**config.mk**
```make
export PLATFORM = sky130hd
export DESIGN_NAME = reg_ac_multi
export DESIGN_NICKNAME = d
export VERILOG_FILES = /design/src/rtl/reg_pkg.sv /design/src/rtl/reg_ac_addsat.sv /design/src/rtl/reg_ac_multi.sv
export SDC_FILE = /design/constraint.sdc
export NUM_CORES = 1
export LEC_CHECK = 0
export CAP_MARGIN = 20
export CORE_UTILIZATION = 41
export DETAILED_ROUTE_END_ITERATION = 7
export PLACE_DENSITY = 0.79
export RECOVER_POWER = 25
export SLEW_MARGIN = 40
export SYNTH_ARGS = -nofsm -noshare
export SYNTH_HDL_FRONTEND = slang
export SYNTH_SLANG_ARGS = --single-unit
```
**constraint.sdc**
```tcl
create_clock -name clk -period 3.7 [get_ports clk]
set_clock_uncertainty 0.15 [all_clocks]
set_input_delay 0.37 -clock clk [delete_from_list [all_inputs] [get_ports clk]]
set_output_delay 0.37 -clock clk [all_outputs]
set_load 0.01 [all_outputs]
```
**src/rtl/reg_pkg.sv**
```systemverilog
// Shared op-select encoding for the accumulator/address register and the
// core control FSM that drives it, plus the priority encoder that maps the
// individual strobe inputs onto a single operation.
package reg_pkg;

  typedef enum logic [2:0] {
    OP_HOLD = 3'd0,
    OP_CLR  = 3'd1,
    OP_LOAD = 3'd2,
    OP_ACC  = 3'd3,
    OP_INCK = 3'd4,
    OP_INC  = 3'd5
  } op_e;

  // Exactly one accumulator op per cycle: clr > load > acc > inck > inc.
  function automatic op_e op_select(input logic clr, input logic load,
                                    input logic acc, input logic inck,
                                    input logic inc);
    op_e op;
    op = OP_HOLD;
    if (clr)       op = OP_CLR;
    else if (load) op = OP_LOAD;
    else if (acc)  op = OP_ACC;
    else if (inck) op = OP_INCK;
    else if (inc)  op = OP_INC;
    return op;
  endfunction

endpackage

```
**src/rtl/reg_ac_addsat.sv**
```systemverilog
// WIDTH+1 bit adder with a build-time choice of wrap or clamp-to-all-ones.
// The carry out is reported in both modes so the caller can track overflow.
module reg_ac_addsat #(
  parameter int WIDTH = 16,
  parameter int SAT   = 0
) (
  input  logic [WIDTH-1:0] a_i,
  input  logic [WIDTH-1:0] b_i,
  output logic [WIDTH-1:0] sum_o,
  output logic             carry_o
);

  logic [WIDTH:0] wide_sum;

  assign wide_sum = {1'b0, a_i} + {1'b0, b_i};
  assign carry_o  = wide_sum[WIDTH];

  generate
    if (SAT != 0) begin : g_sat
      // Clamp: any carry out pins the result at the largest representable value.
      always_comb begin
        sum_o = wide_sum[WIDTH-1:0];
        if (wide_sum[WIDTH]) sum_o = '1;
      end
    end else begin : g_wrap
      // Wrap: drop the carry, result is modulo 2^WIDTH.
      always_comb begin
        sum_o = wide_sum[WIDTH-1:0];
      end
    end
  endgenerate

endmodule

```
**src/rtl/reg_ac_multi.sv**
```systemverilog
// Accumulator/address register for the matrix-multiply cores: load, +1,
// +stride K, +data_in accumulate and clear, with wrap/saturate arithmetic,
// sticky overflow and limit detection for loop control.
module reg_ac_multi
  import reg_pkg::*;
#(
  parameter int WIDTH   = 16,
  parameter int SAT     = 0,
  parameter int K_RESET = 1
) (
  input  logic             clk,
  input  logic             reset,
  input  logic             clr,
  input  logic             load_enable,
  input  logic             acc,
  input  logic             inck,
  input  logic             inc,
  input  logic             load_k,
  input  logic [WIDTH-1:0] data_in,
  input  logic [WIDTH-1:0] limit,
  output logic [WIDTH-1:0] data_out,
  output logic [WIDTH-1:0] k_out,
  output logic             ovf,
  output logic             zero,
  output logic             at_limit,
  output logic             hit
);

  op_e              op;
  logic [WIDTH-1:0] addend;
  logic [WIDTH-1:0] sum;
  logic             carry;

  logic [WIDTH-1:0] acc_q, acc_d;
  logic [WIDTH-1:0] k_q, k_d;
  logic             ovf_q, ovf_d;
  logic             hit_q, hit_d;

  // Decode the strobes into one op and pick the adder operand for it.
  always_comb begin
    op     = op_select(clr, load_enable, acc, inck, inc);
    addend = WIDTH'(1);
    case (op)
      OP_ACC:  addend = data_in;
      OP_INCK: addend = k_q;     // old K even when load_k is high this cycle
      default: addend = WIDTH'(1);
    endcase
  end

  reg_ac_addsat #(
    .WIDTH (WIDTH),
    .SAT   (SAT)
  ) u_addsat (
    .a_i     (acc_q),
    .b_i     (addend),
    .sum_o   (sum),
    .carry_o (carry)
  );

  // Next-state for accumulator, sticky overflow, hit pulse and stride.
  always_comb begin
    acc_d = acc_q;
    ovf_d = ovf_q;
    hit_d = 1'b0;
    k_d   = load_k ? data_in : k_q;
    case (op)
      OP_CLR: begin
        acc_d = '0;
        ovf_d = 1'b0;
      end
      OP_LOAD: begin
        acc_d = data_in;
        ovf_d = 1'b0;
      end
      OP_ACC, OP_INCK, OP_INC: begin
        acc_d = sum;
        ovf_d = ovf_q | carry;
        hit_d = (sum == limit);
      end
      default: begin
        acc_d = acc_q;
      end
    endcase
  end

  // State registers; reset takes effect immediately and discards any op.
  always_ff @(posedge clk or posedge reset) begin
    if (reset) begin
      acc_q <= '0;
      k_q   <= WIDTH'(K_RESET);
      ovf_q <= 1'b0;
      hit_q <= 1'b0;
    end else begin
      acc_q <= acc_d;
      k_q   <= k_d;
      ovf_q <= ovf_d;
      hit_q <= hit_d;
    end
  end

  assign data_out = acc_q;
  assign k_out    = k_q;
  assign ovf      = ovf_q;
  assign hit      = hit_q;
  assign zero     = (acc_q == '0);
  assign at_limit = (acc_q == limit);

endmodule

```
==> summary.md <==
| Metric | Value |
|---|---|
| Status | `completed` |
| CP max stage delay | `0.43 ns` |
| Die Y | `90.0 µm` |
| Ys Warns | `0` |
| Register area | `852 µm²` |
| Most common cell in the synthesized netlist | `xnor2_1` |
| First-pass GRT wire length | `16500 µm` |
| DIE AREA | `8100 µm²` |
| Worst Path Required | `3.75 ns` |
| Max-cap viol count | `0` |
| Clock latency on the worst-skew pair | `0.30 ns` |
| # rows | `31` |
| Total Neg Setup Slack | `0 ns` |
| Cells after DPL | `568` |
| CTS sink cnt | `34` |
| Crit path max-delay cell type | `clkdlybuf4s50_1` |
| GR Layer Usage met2 | `0.411` |
| Met3 usage | `0.0474` |
| Setup slack, reg-to-reg | `0.46 ns` |
| Main synth FF type | `dfrtp_1` |
| Maximum root-to-sink buffer count | `2` |
| CP delay by family, top | `compound AO/OA/AOI/OAI gates` |
| Drt drc | `0` |
| Share of the synthesized area in the top cell type | `0.260` |
| Ys async rst share | `1.00` |
| VDD IR max | `274 µV` |
| Worst hold stages | `1` |
| Initial Util | `0.431` |
| Tot GR Track Use | `0.257` |
| # IOs | `76` |
| Input/output buffers | `75` |
| CTS Buf Count | `5` |
| ANT cells | `0` |
| Die width | `90.0 µm` |
| Worst r2r path cells | `11` |
| RePlAce Congestion | `0.965` |
| Slew Limit Fails | `0` |
| Fillers | `642` |
| Number of flops mapped to enable cells by yosys | `0` |
| Highest achievable clock rate | `282 MHz` |
| CTS tree | `built` |
| GRT Max-Usage Layer | `met2` |
| Clk Tree Root Cell | `clkbuf_8` |
| Worst slew margin | `0.280` |
| Largest net degree at the start of global routing | `29` |
| Core area | `7370 µm²` |
| Hold WC Path Type | `register to register` |
| Worst Setup Start Kind | `input port` |
| Commonest cells in the netlist | `xnor2_1 (34), dfrtp_1 (33), a21oi_1 (22)` |
| Static Leak | `1.95 nW` |
| RSZ-0062 raised after global routing | `false` |
| Cell Pwr Density | `295 nW/µm²` |
| Flops & latches, synth | `34` |
| Routed wire length | `10200 µm` |
| Final Cycle Share | `0.960` |
| Worst Path Buf+Inv | `1` |
| Multi-input logic area | `2180 µm²` |
| Final-stage net count | `534` |
| Mapped Cells | `348` |
| Design Power | `1.35 mW` |
| Antenna Nets Post-Route | `0` |
| Critical Path Stages | `13` |
| DP Wirelength | `8470 µm` |
| H-tree depth | `2` |
| Syn avg cell area | `9.13 µm²` |
| Fin. Hold Viols | `0` |
| Synth unique cells | `69` |
| Area Growth Syn to Fin | `44.4%` |
| WP data arrival | `3.60 ns` |
| Max Fanout on Critical Path | `4` |
| Synth Cell Area | `3180 µm²` |
| Pre-antenna DRT Iters | `5` |
| Tmin final | `3.55 ns` |
| Syn nets | `405` |
| Sequential-to-total area share from yosys stat | `0.268` |
| Layout cells sized above 1 | `0.238` |
| Detailed-route via count | `3287` |
| Initial antenna violation count | `0` |
| Vias in the first global route | `3221` |
| # setup viols final | `0` |
| Worst setup EP type | `register` |
| Top cells by area, synth | `dfrtp_1 (26%), xnor2_1 (9.4%), ha_1 (6.3%), mux2_2 (6.0%), a22o_1 (4.1%)` |
| Via density per instance | `5.70` |
| Crit path cell chain | `clkdlybuf4s50_1, and2_4, a22oi_1, o21ai_1, ha_2, fa_2, xor3_1, a211o_1, nor4_2, o2111ai_1, a2111oi_0, o2111ai_1, nor4_2` |
| Final Non-Filler Cells | `577` |
| Iteration-0 DRC Markers | `203` |
| Worst-Margin Slew | `1.08 ns` |
| Core Util, Final | `0.622` |
| Yosys top cell by area | `dfrtp_1` |
| Reg clk slew, reported paths | `0.07 ns` |
| Overflow after GRT | `0` |
| Met1 GRT Util | `0.352` |
| WL/cell | `17.7 µm` |
| WS Path Type | `input port to register` |
## cells in the final DEF (no fill, tap or decap), types with 3 or more instances in the layout
cell type and instances:
nand3_1 5, dfrtp_1 33, o31ai_1 4, xnor2_1 34
buf_4 67, nand2_1 15, a22o_1 15, or3_1 4
o21ai_1 3, a22oi_1 10, a21oi_1 22, nor2_1 16
mux2_2 17, nand4_1 6, nor3b_1 4, xor2_1 6
nor4_1 6, o21ai_0 20, inv_1 17, clkdlybuf4s50_1 71
dlygate4sd2_1 3, nor3_1 6, a21oi_2 3, clkbuf_8 8
a21o_1 4, ha_1 15
## sequential cells by signal, indices dropped and copies added (netlist names)
name / cells
data_out: 16
hit: 1
k_out: 16
ovf: 1
## timing repair
action	in CTS	in global routing
resized for setup	7	1
endpoints found under the setup margin	1	1
setup buffers	1	0
pin swaps	5	1
hold buffers	0	0
hold endpoints to repair	0	0
## routing by layer
layer | vias to the layer above | share of wire
met2 | 150 | 0.46
li1 | 1570 | -
met1 | 1550 | 0.44
met5 | - | 0
met3 | 17 | 0.076
met4 | 0 | 0.021
## layout make-up
cell class              instances  area share
well taps                      99      0.0270
inverters                      18      0.0147
flip-flops and latches         34       0.186
repair buffers                142       0.273
multi-input cells             276       0.476
clock buffers                   8      0.0240
## metrics by stage
step	setup WS [ns]	area (µm²)	hold WS (ns)
3_5_place_dp	-0.347	4460	0.367
4_1_cts	0.0892	4580	0.318
3_3_place_gp	-0.262	4460	0.346
6_report	0.148	4590	0.392
5_1_grt	0.00682	4590	0.413
2_1_floorplan	0.0279	3190	0.341
## kinds of logic after synthesis
kind of cell	count (synthesis)	share of synthesized area
mux	17	0.0603
compound gates	116	0.271
xor+xnor	43	0.132
simple gates	83	0.147
fa+ha+maj	17	0.0693
flops	34	0.268
buf+inv	38	0.0520
## path summary, 6_finish.rpt
| kind | endpoint | start |
|---|---|---|
| setup / recovery | hit | inck |
| hold / removal | k_out[5] | k_out[5] |
| setup reg to reg | hit | k_out[0] |
| hold reg to reg | k_out[5] | k_out[5] |
| max in group asynchronous | data_out[0] | reset |
| min in group asynchronous | data_out[5] | reset |
## where the power goes
group          leakage (nW)  switching, mW  internal, mW
registers             0.423         0.0436         0.405
clock network        0.0575          0.138         0.188
logic                  1.47          0.264         0.313
Note: power is estimated with default switching activity, not from simulation.
==> edit: new RTL, same flow settings <==
`WIDTH` is set to 16 in 2 places; all go to 32.
--- a/src/rtl/reg_ac_addsat.sv
+++ b/src/rtl/reg_ac_addsat.sv
@@ -1,7 +1,7 @@
 // WIDTH+1 bit adder with a build-time choice of wrap or clamp-to-all-ones.
 // The carry out is reported in both modes so the caller can track overflow.
 module reg_ac_addsat #(
-  parameter int WIDTH = 16,
+  parameter int WIDTH = 32,
   parameter int SAT   = 0
 ) (
   input  logic [WIDTH-1:0] a_i,
--- a/src/rtl/reg_ac_multi.sv
+++ b/src/rtl/reg_ac_multi.sv
@@ -4,7 +4,7 @@
 module reg_ac_multi
   import reg_pkg::*;
 #(
-  parameter int WIDTH   = 16,
+  parameter int WIDTH   = 32,
   parameter int SAT     = 0,
   parameter int K_RESET = 1
 ) (
Interface: changed (resized data_in, data_out, k_out and limit); port bits go from 76 to 140. The function was not compared with the original's and may differ.
==> edit against the unedited design <==
The flow now finishes with violations (max-capacitance violations, max-slew violations, negative setup slack). Power is 110% higher. Design area is 98% higher. Worst setup slack got worse by 0.52 ns. Non-clock buffer count increased by 178. Register-to-register slack got worse by 0.68 ns. Hold slack worse by 0.087 ns. Combinational power rose by 89%. Routed wire length rose by 120%. Sequential cell count grew 32. Synthesized area rose by 83%. Critical path type unchanged. Highest routed layer is now met5.
==> edit: results <==
metrics = {
    "setup_path": {
        "reg2reg_slack_ns": -0.22,
        "cp.arrival_ns": 4.18,
        "rr_worst_depth": 14,
        "worstSetupStartpoint": "clr",
        "worstPathMaxFanout": 8,
    },
    "placed_design": {
        "routabilityCongestion": 1.003,
        "placed_area_um2": 8574,
        "numPortBuffers": 139,
        "dpl_worst_slack_ns": -1.179,
        "place_hpwl_um": 17080,
    },
    "global_route": {
        "met2_usage": 0.4904,
        "grt_first_pass_wirelength_um": 34500,
        "antenna_found_initial": 1,
        "grtUsageMet1": 0.4191,
        "grt_start_max_net_pins": 35,
        "grtUsageMet3": 0.04558,
    },
    "finish": {
        "layout.nets": 1031,
        "drive_gt1_frac": 0.2957,
        "utilization": 0.6568,
    },
    "clock_network": {
        "ctsRootBufferMaster": "clkbuf_16",
        "cts_setup_buffers": 3,
        "cts_htree_levels": 3,
        "clock_latency_ns": 0.35,
    },
    "hold_path": {
        "min_path_type": "input pin to flip-flop",
        "whs_endpoint": "ovf",
        "holdCritStartpoint": "load_enable",
        "worst_hold_path.num_cells": 5,
    },
    "synth": {
        "syn_avg_cell_area_um2": 9.161,
        "syn-num-nets": 739,
        "synth.area.top_cells": "dfrtp_1 (28%), xor2_1 (9.0%), ha_1 (6.9%)",
        "synthXorXnorAreaFrac": 0.1439,
        "synthAdderAreaFrac": 0.07238,
        "synthMuxAreaShare": 0.06570,
        "yosysUniqueCellTypes": 71,
        "synth_compound_area_frac": 0.2514,
    },
    "timing": {
        "setup_viol": 4,
        "setup_ws_ns": -0.3709,
        "max_slew.worst_pin.slew_ns": 1.595,
        "final.setup.tns_ns": -0.4802,
        "whs_ns": 0.3048,
        "report.final.slew_viol_count": 69,
    },
    "route": {
        "vias": 6522,
        "totalWireLength_um": 22400,
        "drtIter0Drc": 553,
        "met1_length_um": 9893,
        "top_layer_used": "met5",
    },
    "power": {
        "cellLeakagePower_nw": 4.065,
        "peakVddDrop_mv": 0.2492,
        "p_comb_w": 0.00109,
        "internal_power_w": 0.001928,
        "p_comb_frac": 0.383,
    },
    "status": {
        "status": "complete, but fails checks",
        "violations": "max-capacitance violations, max-slew violations, negative setup slack",
    },
    "run": {
        "cap_violations": 2,
    },
}
-- edit: changes by cell type after synthesis, moves of 12 or more --
cell / change
a21oi_1: +17
dfrtp_1: +32
nor4_1: +13
mux2_2: +16
a22oi_1: +16
nand4_1: +12
ha_1: +16
clkbuf_1: +13
nand2_1: +14
o21ai_0: +21
nor2_1: +13
a22o_1: +16
xor2_1: +54
-- edit: worst max-delay path, cell delays in order --
cell and delay [ns]:
buf_6 0.09, or2_4 0.25, nor3b_4 0.26, buf_6 0.17, buf_8 0.13, buf_4 0.10, a22o_1 0.11, ha_1 0.26
buf_4 0.16, nand2_1 0.09, o21ai_0 0.18, o31a_1 0.41, nor2b_1 0.32, xnor2_1 0.21, nand4_1 0.13, nand4b_1 0.20
or4_4 0.52, nor4b_4 0.21
-- edit: layout make-up --
class                      instances  share of cell area
clock buffer                      13             0.02976
sequential                        66              0.1820
inverter                          17            0.007165
tap                              180             0.02480
multi-input combinational        512              0.4474
clock inverter                     2            0.003858
timing repair buffer             320              0.3050
